--- src/rtl/bus_responder.sv ---
// Core-side bus responder: zero-stall HRAM/IE, stalled external accesses with ack/timeout.
// External accesses run IDLE -> WAIT -> DONE; DONE gives the core one unstalled cycle to retire.
module bus_responder #(
  parameter int TIMEOUT = 15
) (
  input  logic        clk,
  input  logic        rst_n,
  input  logic [15:0] cpu_addr,
  input  logic        cpu_rd,
  input  logic        cpu_wr,
  input  logic [7:0]  cpu_wdata,
  output logic [7:0]  cpu_rdata,
  output logic        cpu_stall,
  output logic        ext_req,
  output logic        ext_we,
  output logic [15:0] ext_addr,
  output logic [7:0]  ext_wdata,
  input  logic        ext_ack,
  input  logic [7:0]  ext_rdata,
  output logic [7:0]  ie_reg,
  output logic        bus_err
);

  localparam int CW = $clog2(TIMEOUT + 1);
  localparam logic [CW-1:0] TMAX = CW'(TIMEOUT);

  typedef enum logic [1:0] {IDLE, WAIT, DONE} state_t;

  state_t        state, state_nxt;
  logic [CW-1:0] cnt;
  logic [7:0]    hram [0:126];

  logic is_ie, is_hram, is_ext, acc;
  assign is_ie   = (cpu_addr == 16'hFFFF);
  assign is_hram = (cpu_addr[15:7] == 9'h1FF) && !is_ie;
  assign is_ext  = !(is_ie || is_hram);
  assign acc     = cpu_rd || cpu_wr;

  always_comb begin
    state_nxt = state;
    cpu_stall = 1'b0;
    case (state)
      IDLE: if (acc && is_ext) begin
        cpu_stall = 1'b1;
        state_nxt = WAIT;
      end
      WAIT: begin
        cpu_stall = 1'b1;
        if (ext_ack || cnt == TMAX) state_nxt = DONE;
      end
      DONE:    state_nxt = IDLE;
      default: state_nxt = IDLE;
    endcase
  end

  // HRAM has no reset; contents are undefined after power-up or reset.
  always_ff @(posedge clk) begin
    if (state == IDLE && cpu_wr && is_hram) hram[cpu_addr[6:0]] <= cpu_wdata;
  end

  always_ff @(posedge clk or negedge rst_n) begin
    if (!rst_n) begin
      state     <= IDLE;
      cnt       <= '0;
      ext_req   <= 1'b0;
      ext_we    <= 1'b0;
      ext_addr  <= 16'h0000;
      ext_wdata <= 8'h00;
      cpu_rdata <= 8'h00;
      ie_reg    <= 8'h00;
      bus_err   <= 1'b0;
    end else begin
      state <= state_nxt;
      case (state)
        IDLE: if (acc) begin
          if (is_ext) begin
            ext_addr  <= cpu_addr;
            ext_we    <= cpu_wr;
            ext_wdata <= cpu_wdata;
            ext_req   <= 1'b1;
            cnt       <= '0;
          end else if (cpu_wr) begin
            if (is_ie) ie_reg <= cpu_wdata;
          end else begin
            cpu_rdata <= is_ie ? ie_reg : hram[cpu_addr[6:0]];
          end
        end
        WAIT: begin
          // Ack wins over a coinciding timeout.
          if (ext_ack) begin
            ext_req <= 1'b0;
            if (!ext_we) cpu_rdata <= ext_rdata;
          end else if (cnt == TMAX) begin
            ext_req <= 1'b0;
            bus_err <= 1'b1;
            if (!ext_we) cpu_rdata <= 8'hFF;
          end else begin
            cnt <= cnt + CW'(1);
          end
        end
        default: ;
      endcase
    end
  end

endmodule

--- config.mk ---
export PLATFORM = sky130hd
export DESIGN_NAME = bus_responder
export DESIGN_NICKNAME = d
export VERILOG_FILES = /design/src/rtl/bus_responder.sv
export SDC_FILE = /design/constraint.sdc
export NUM_CORES = 1
export LEC_CHECK = 0
export CAP_MARGIN = 20
export CORE_UTILIZATION = 40
export CTS_CLUSTER_SIZE = 24
export DETAILED_ROUTE_END_ITERATION = 16
export DONT_BUFFER_PORTS = 1
export HOLD_SLACK_MARGIN = 0.12
export PLACE_DENSITY_LB_ADDON = 0.08
export REMOVE_ABC_BUFFERS = 1
export SYNTH_ARGS = -nofsm -noshare
export SYNTH_HDL_FRONTEND = slang
export SYNTH_SLANG_ARGS = --single-unit
export TNS_END_PERCENT = 10
--- constraint.sdc ---
create_clock -name clk -period 2.3 [get_ports clk]
set_input_delay 0.69 -clock clk [delete_from_list [all_inputs] [get_ports clk]]
set_output_delay 0.69 -clock clk [all_outputs]
set_load 0.005 [all_outputs]
==> Yosys cells after proc, flatten, opt, wreduce, memory -nomap -nowiden <==
Memory sizes are Yosys's and may differ from the RTL's.
Index checks and enable logic that the tools add are counted.
{ "totals": {"mem_count": 1, "ram_bits": 1016, "input_bits": 37, "register_bits": 49, "output_inout_bits": 44} }
{ "mem_list": {"columns": ["memory", "depth", "word_bits", "rd", "rd_ports_with_merged_regs", "write_ports", "line", "source"], "rows": [
  ["hram", 127, 8, 1, 0, 1, "31", "logic [7:0] hram [0:126];"]
]} }
{ "op_classes": {"addsub": 1, "n_reduce_logical": 18, "mux": 26, "bitwise": 2, "n_eq_ne": 15} }
{ "op_table": {"columns": ["cell", "n"], "rows": [
  ["$mux 8", 8],
  ["$eq 16x16->1 const B", 1],
  ["$mux 4", 4],
  ["$ne 2x2->1 const B", 8],
  ["$pmux 8 s2", 1],
  ["$reduce_and 5->1", 2],
  ["$eq 9x9->1 const B", 1],
  ["$ne 3x3->1 const B", 3],
  ["$pmux 4 s2", 1],
  ["$mux 1", 7],
  ["$reduce_and 7->1", 1],
  ["$reduce_and 3->1", 2],
  ["$add 4x1->4 const B", 1],
  ["$eq 4x4->1 const B", 1],
  ["$logic_and 1x1->1", 4],
  ["$mux 2", 2],
  ["$pmux 1 s2", 2],
  ["$pmux 2 s2", 1],
  ["$reduce_and 4->1", 1],
  ["$logic_or 1x1->1", 3],
  ["$eq 2x1->1 const B", 1],
  ["$logic_not 1->1", 2],
  ["$logic_not 2->1", 1],
  ["$not 1->1", 2],
  ["2 further kinds", 2]
]} }

==> Longest topological paths before layout <==
{ "depth": {"depth_word": 8, "mapped_depth": 10, "ltp_nobuf": 7} }

==> Worst setup path before layout <==
OpenSTA, ideal clock, no wires.
{ "synth_timing": {"kind": "input to register", "startpoint": "input cpu_addr[2]", "endpoint": "memory hram[73][0], enable pin", "t_arrival_ps": 2339, "required_ps": 1930, "cell_stages": 7, "path_slack_ps": -410, "path_cell_list": "buf_2 > buf_2 > nor2_1 > buf_2 > nand2_1 > buf_2 > nor2_1"} }
{ "synth_between": {"elab_chain_len": 6} }
{ "synth_lines": {"columns": ["item", "line", "source"], "rows": [
  ["from (decl)", "8", "input logic [15:0] cpu_addr,"],
  ["$eq 16x16->1", "34", "assign is_ie = (cpu_addr == 16'hFFFF);"],
  ["$logic_not 1->1", "35", "assign is_hram = (cpu_addr[15:7] == 9'h1FF) && !is_ie;"],
  ["$logic_and 1x1->1", "35", null],
  ["$logic_and 1x1->1", "58", "if (state == IDLE && cpu_wr && is_hram) hram[cpu_addr[6:0]] <= cpu_wdata;"],
  ["$mux 1", "58", null],
  ["$mux 1 (implied by the code)", "58", null],
  ["to (decl)", "31", null]
]} }
Parallel ways exist; a longest one is shown, timed or not.

==> Worst setup path in the final report <==
{ "layout_timing": {"startpoint": "input cpu_addr[0]", "endpoint": "register cpu_rdata[1]"} }
{ "layout_between": {"elab_chain_len": 6, "elab_cells_between_ends": 12, "classes_between": "eq/ne (2); mux (5); reduce/logical (4); memory (1)"} }
{ "layout_lines": {"columns": ["item", "line", "source"], "rows": [
  ["$mem_v2 127x8 or $eq 16x16->1 (tied branches)", null, null],
  ["$mux 8 or $logic_not 1->1 (tied branches)", "85, 35", null],
  ["$mux 8 or $logic_and 1x1->1 (tied branches)", "82, 35", null],
  ["$mux 8 or $logic_or 1x1->1 (tied branches)", "76, 36", null],
  ["$mux 8 or $ne 2x2->1 (tied branches)", null, null],
  ["$pmux 8 s2 or $reduce_and 7->1 (tied branches)", null, null],
  ["to (signal assigned)", "85", "cpu_rdata <= is_ie ? ie_reg : hram[cpu_addr[6:0]];"],
  ["to (signal assigned)", "92", "if (!ext_we) cpu_rdata <= ext_rdata;"],
  ["to (decl)", "12", "output logic [7:0] cpu_rdata,"]
]} }
Parallel ways exist; a longest one is shown, timed or not. The select of a mux whose other input is x is not followed.
A chain may end at the register's enable or synchronous reset.

==> results.ini <==
[run_status]
status=finished, violations left
violations=slew limit, setup timing

[cells_and_area]
most-common-layout-cells=edfxtp_1 (1016), buf_4 (270), mux2i_1 (260), nor2_1 (157), mux4_2 (129)
area_growth_pct=19.3
fin_area_um2=49900
final_common_cell=edfxtp_1
layout-drive-gt1-share_pct=25.9
layout.cells.non_filler=4041
largest_reg_flops=1016
finish.utilization_pct=48.1
nets=2597
nFillCells=8795

[synthesis]
synth.ff_latch_count=1065
synth.area.top_cells=edfxtp_1 (73%), mux4_2 (6.9%), mux2i_1 (6.2%)
synth-edff-count=1016
synth_cell_types=58
netlist_instances=2232
netlist_area_um2=41800
synth_top_area_share_pct=73.0
yosys.area.top_type=edfxtp_1
yosys_warnings=0
synthFlopType=edfxtp_1
synth-seq-area-share_pct=75.9
async_flop_share_pct=4.60
syn_avg_cell_area_um2=18.7

[place]
dp.cells=3780
placed_area_um2=45300
hpwl_um=69600
port_buffers=0
place_congestion=0.839

[cts]
clockRootBuffer=clkbuf_16
cts_num_sinks=1065
post_cts_buffers=0
cts.htree.levels=3
clock_path_buffers=3
cts_made_buffers=115
clock_latency_ps=710
clk_pin_slew_worst_paths_ps=60
cts_tree=done

[power]
ir_drop_v=0.000649
power_leakage_nw=16.9
powerDensity_nw_per_um2=874
power_mw=43.6

[sta]
fmax_mhz=337
finalHoldViolCount=0
setup_viol=148
tightest_slew_ps=1650
rsz0062_at_grt=yes
relSlewSlack_pct=-9.89
period_needed_ps=2970
worst_slack_ps=-671
fin_worst_skew_ps=34.1
drv_slew=179
period_share_pct=129

[drt]
routed-via-count=22543
first_iter_violations=2116
first_pass_iters=7
avgViaCountPerCell=5.58
routed_wirelength_um=123000
postRouteAntennaNets=0
drc=0
wl_per_cell_um=30.5

[setup_path]
start_kind=input pin
cp_max_fo=377
critical_path_arrival_ps=3550
critPathMaxStageDelay_ps=1010
slowest_stage=mux4_2
worstPathCellList=mux4_2 -> a22oi_1 -> a21oi_1 -> o32ai_2 -> o21ai_1
endpoint_kind=register
path_class=input pin to register
required_ps=2880

[floorplanning]
placementRows=118
io_pins=81
fp.dieH_um=325
die_w_um=325
floorplan.die_area_um2=106000
core_area_um2=104000
initial_core_util_pct=40.3

[grt]
grt_pass1_vias=22974
grt_first_pass_wirelength_um=175000
grt_overflow_total=0
grt_usage_pct=23.4
grt_max_degree=378
antenna_found_initial=13

[min_path]
hp-class=input pin to register

[flow_run]
cap_viol_max_count=0

[layout make-up]
cell class	count	area [um^2]	share of cell area (%)
sequential	1065	31700	63.6
antenna	2	5.00	0.0100
timing repair buffer	333	3110	6.24
clock buffer	148	3140	6.29
clock inverter	69	723	1.45
multi-input combinational	1041	9420	18.9
inverter	3	13.8	0.0276
tap	1380	1730	3.46
[worst paths after layout]
| kind | from | to | slack (ps) | depth (start not counted) |
|---|---|---|---|---|
| setup / recovery | cpu_addr[0] | cpu_rdata[1]$_DFFE_PN0P_ | -670 | 5 |
| hold / removal | cpu_rd | ext_we$_DFFE_PN0P_ | 170 | 2 |
| setup reg to reg | state[0]$_DFFE_PN0P_ | hram[71][6]$_DFFE_PP_ | 80 | 8 |
| hold reg to reg | bus_err$_DFFE_PN0P_ | bus_err$_DFFE_PN0P_ | 500 | 1 |
| max in group asynchronous | rst_n | ie_reg[4]$_DFFE_PN0P_ | 1450 | 2 |
| min in group asynchronous | rst_n | ext_wdata[1]$_DFFE_PN0P_ | 540 | 2 |
[Yosys cell counts, drive strengths merged (23+ instances only)]
cell type,instances
a211oi,23
a21oi,40
a22oi,65
buf,93
clkbuf,30
dfrtp,49
edfxtp,1016
mux2,47
mux2i,260
mux4,129
nand2,91
nand3,35
nand4,26
nor2,159
o21ai,30
o22ai,56
[worst max-delay path, delay by kind of cell]
| kind | cells | cell delay (ps) |
|---|---|---|
| muxes | 1 | 1010 |
| AOI/OAI and AO/OA | 4 | 1140 |
[per-layer routing]
| layer | vias up | GRT usage (%) | wire length [um] |
|---|---|---|---|
| li1 | 9676 | - | - |
| met1 | 11956 | 33.7 | 54800 |
| met2 | 718 | 36.7 | 57400 |
| met3 | 181 | 4.18 | 7830 |
| met4 | 12 | 6.11 | 2950 |
| met5 | - | 0 | 84 |
[report_power, final]
part | internal (mW) | switching [mW] | leakage [nW]
clock | 11.1 | 7.67 | 1.89
combinational | 1.23 | 1.53 | 5.28
sequential | 21.6 | 0.512 | 9.73
[cell families after synthesis]
kind of cell	synth area share (%)
buffers and inverters	1.78
adders and majority gates	0.0299
muxes	14.4
AOI/OAI and AO/OA	3.72
and+or+nand+nor	4.11
xor gates and xnor gates	0.0419
DFF	75.9
[through the flow]
step	setup TNS, ps	worst slack [ps]	hold WS, ps
2_1_floorplan	-980380	-1360	394
3_3_place_gp	-227630	-924	396
3_5_place_dp	-236050	-1010	396
4_1_cts	-9.08	-9.08	124
5_1_grt	-44.8	-43.8	129
6_report	-9130	-671	173
[timing repair]
item / 4_1_cts / 5_1_grt
cloned: 0 / 0
gates resized for setup: 9 / 4
hold buffers: 41 / 0
hold endpoints to repair: 859 / 0
endpoints found under the setup margin: 7 / 8
Power figures use the tool's default switching activity.
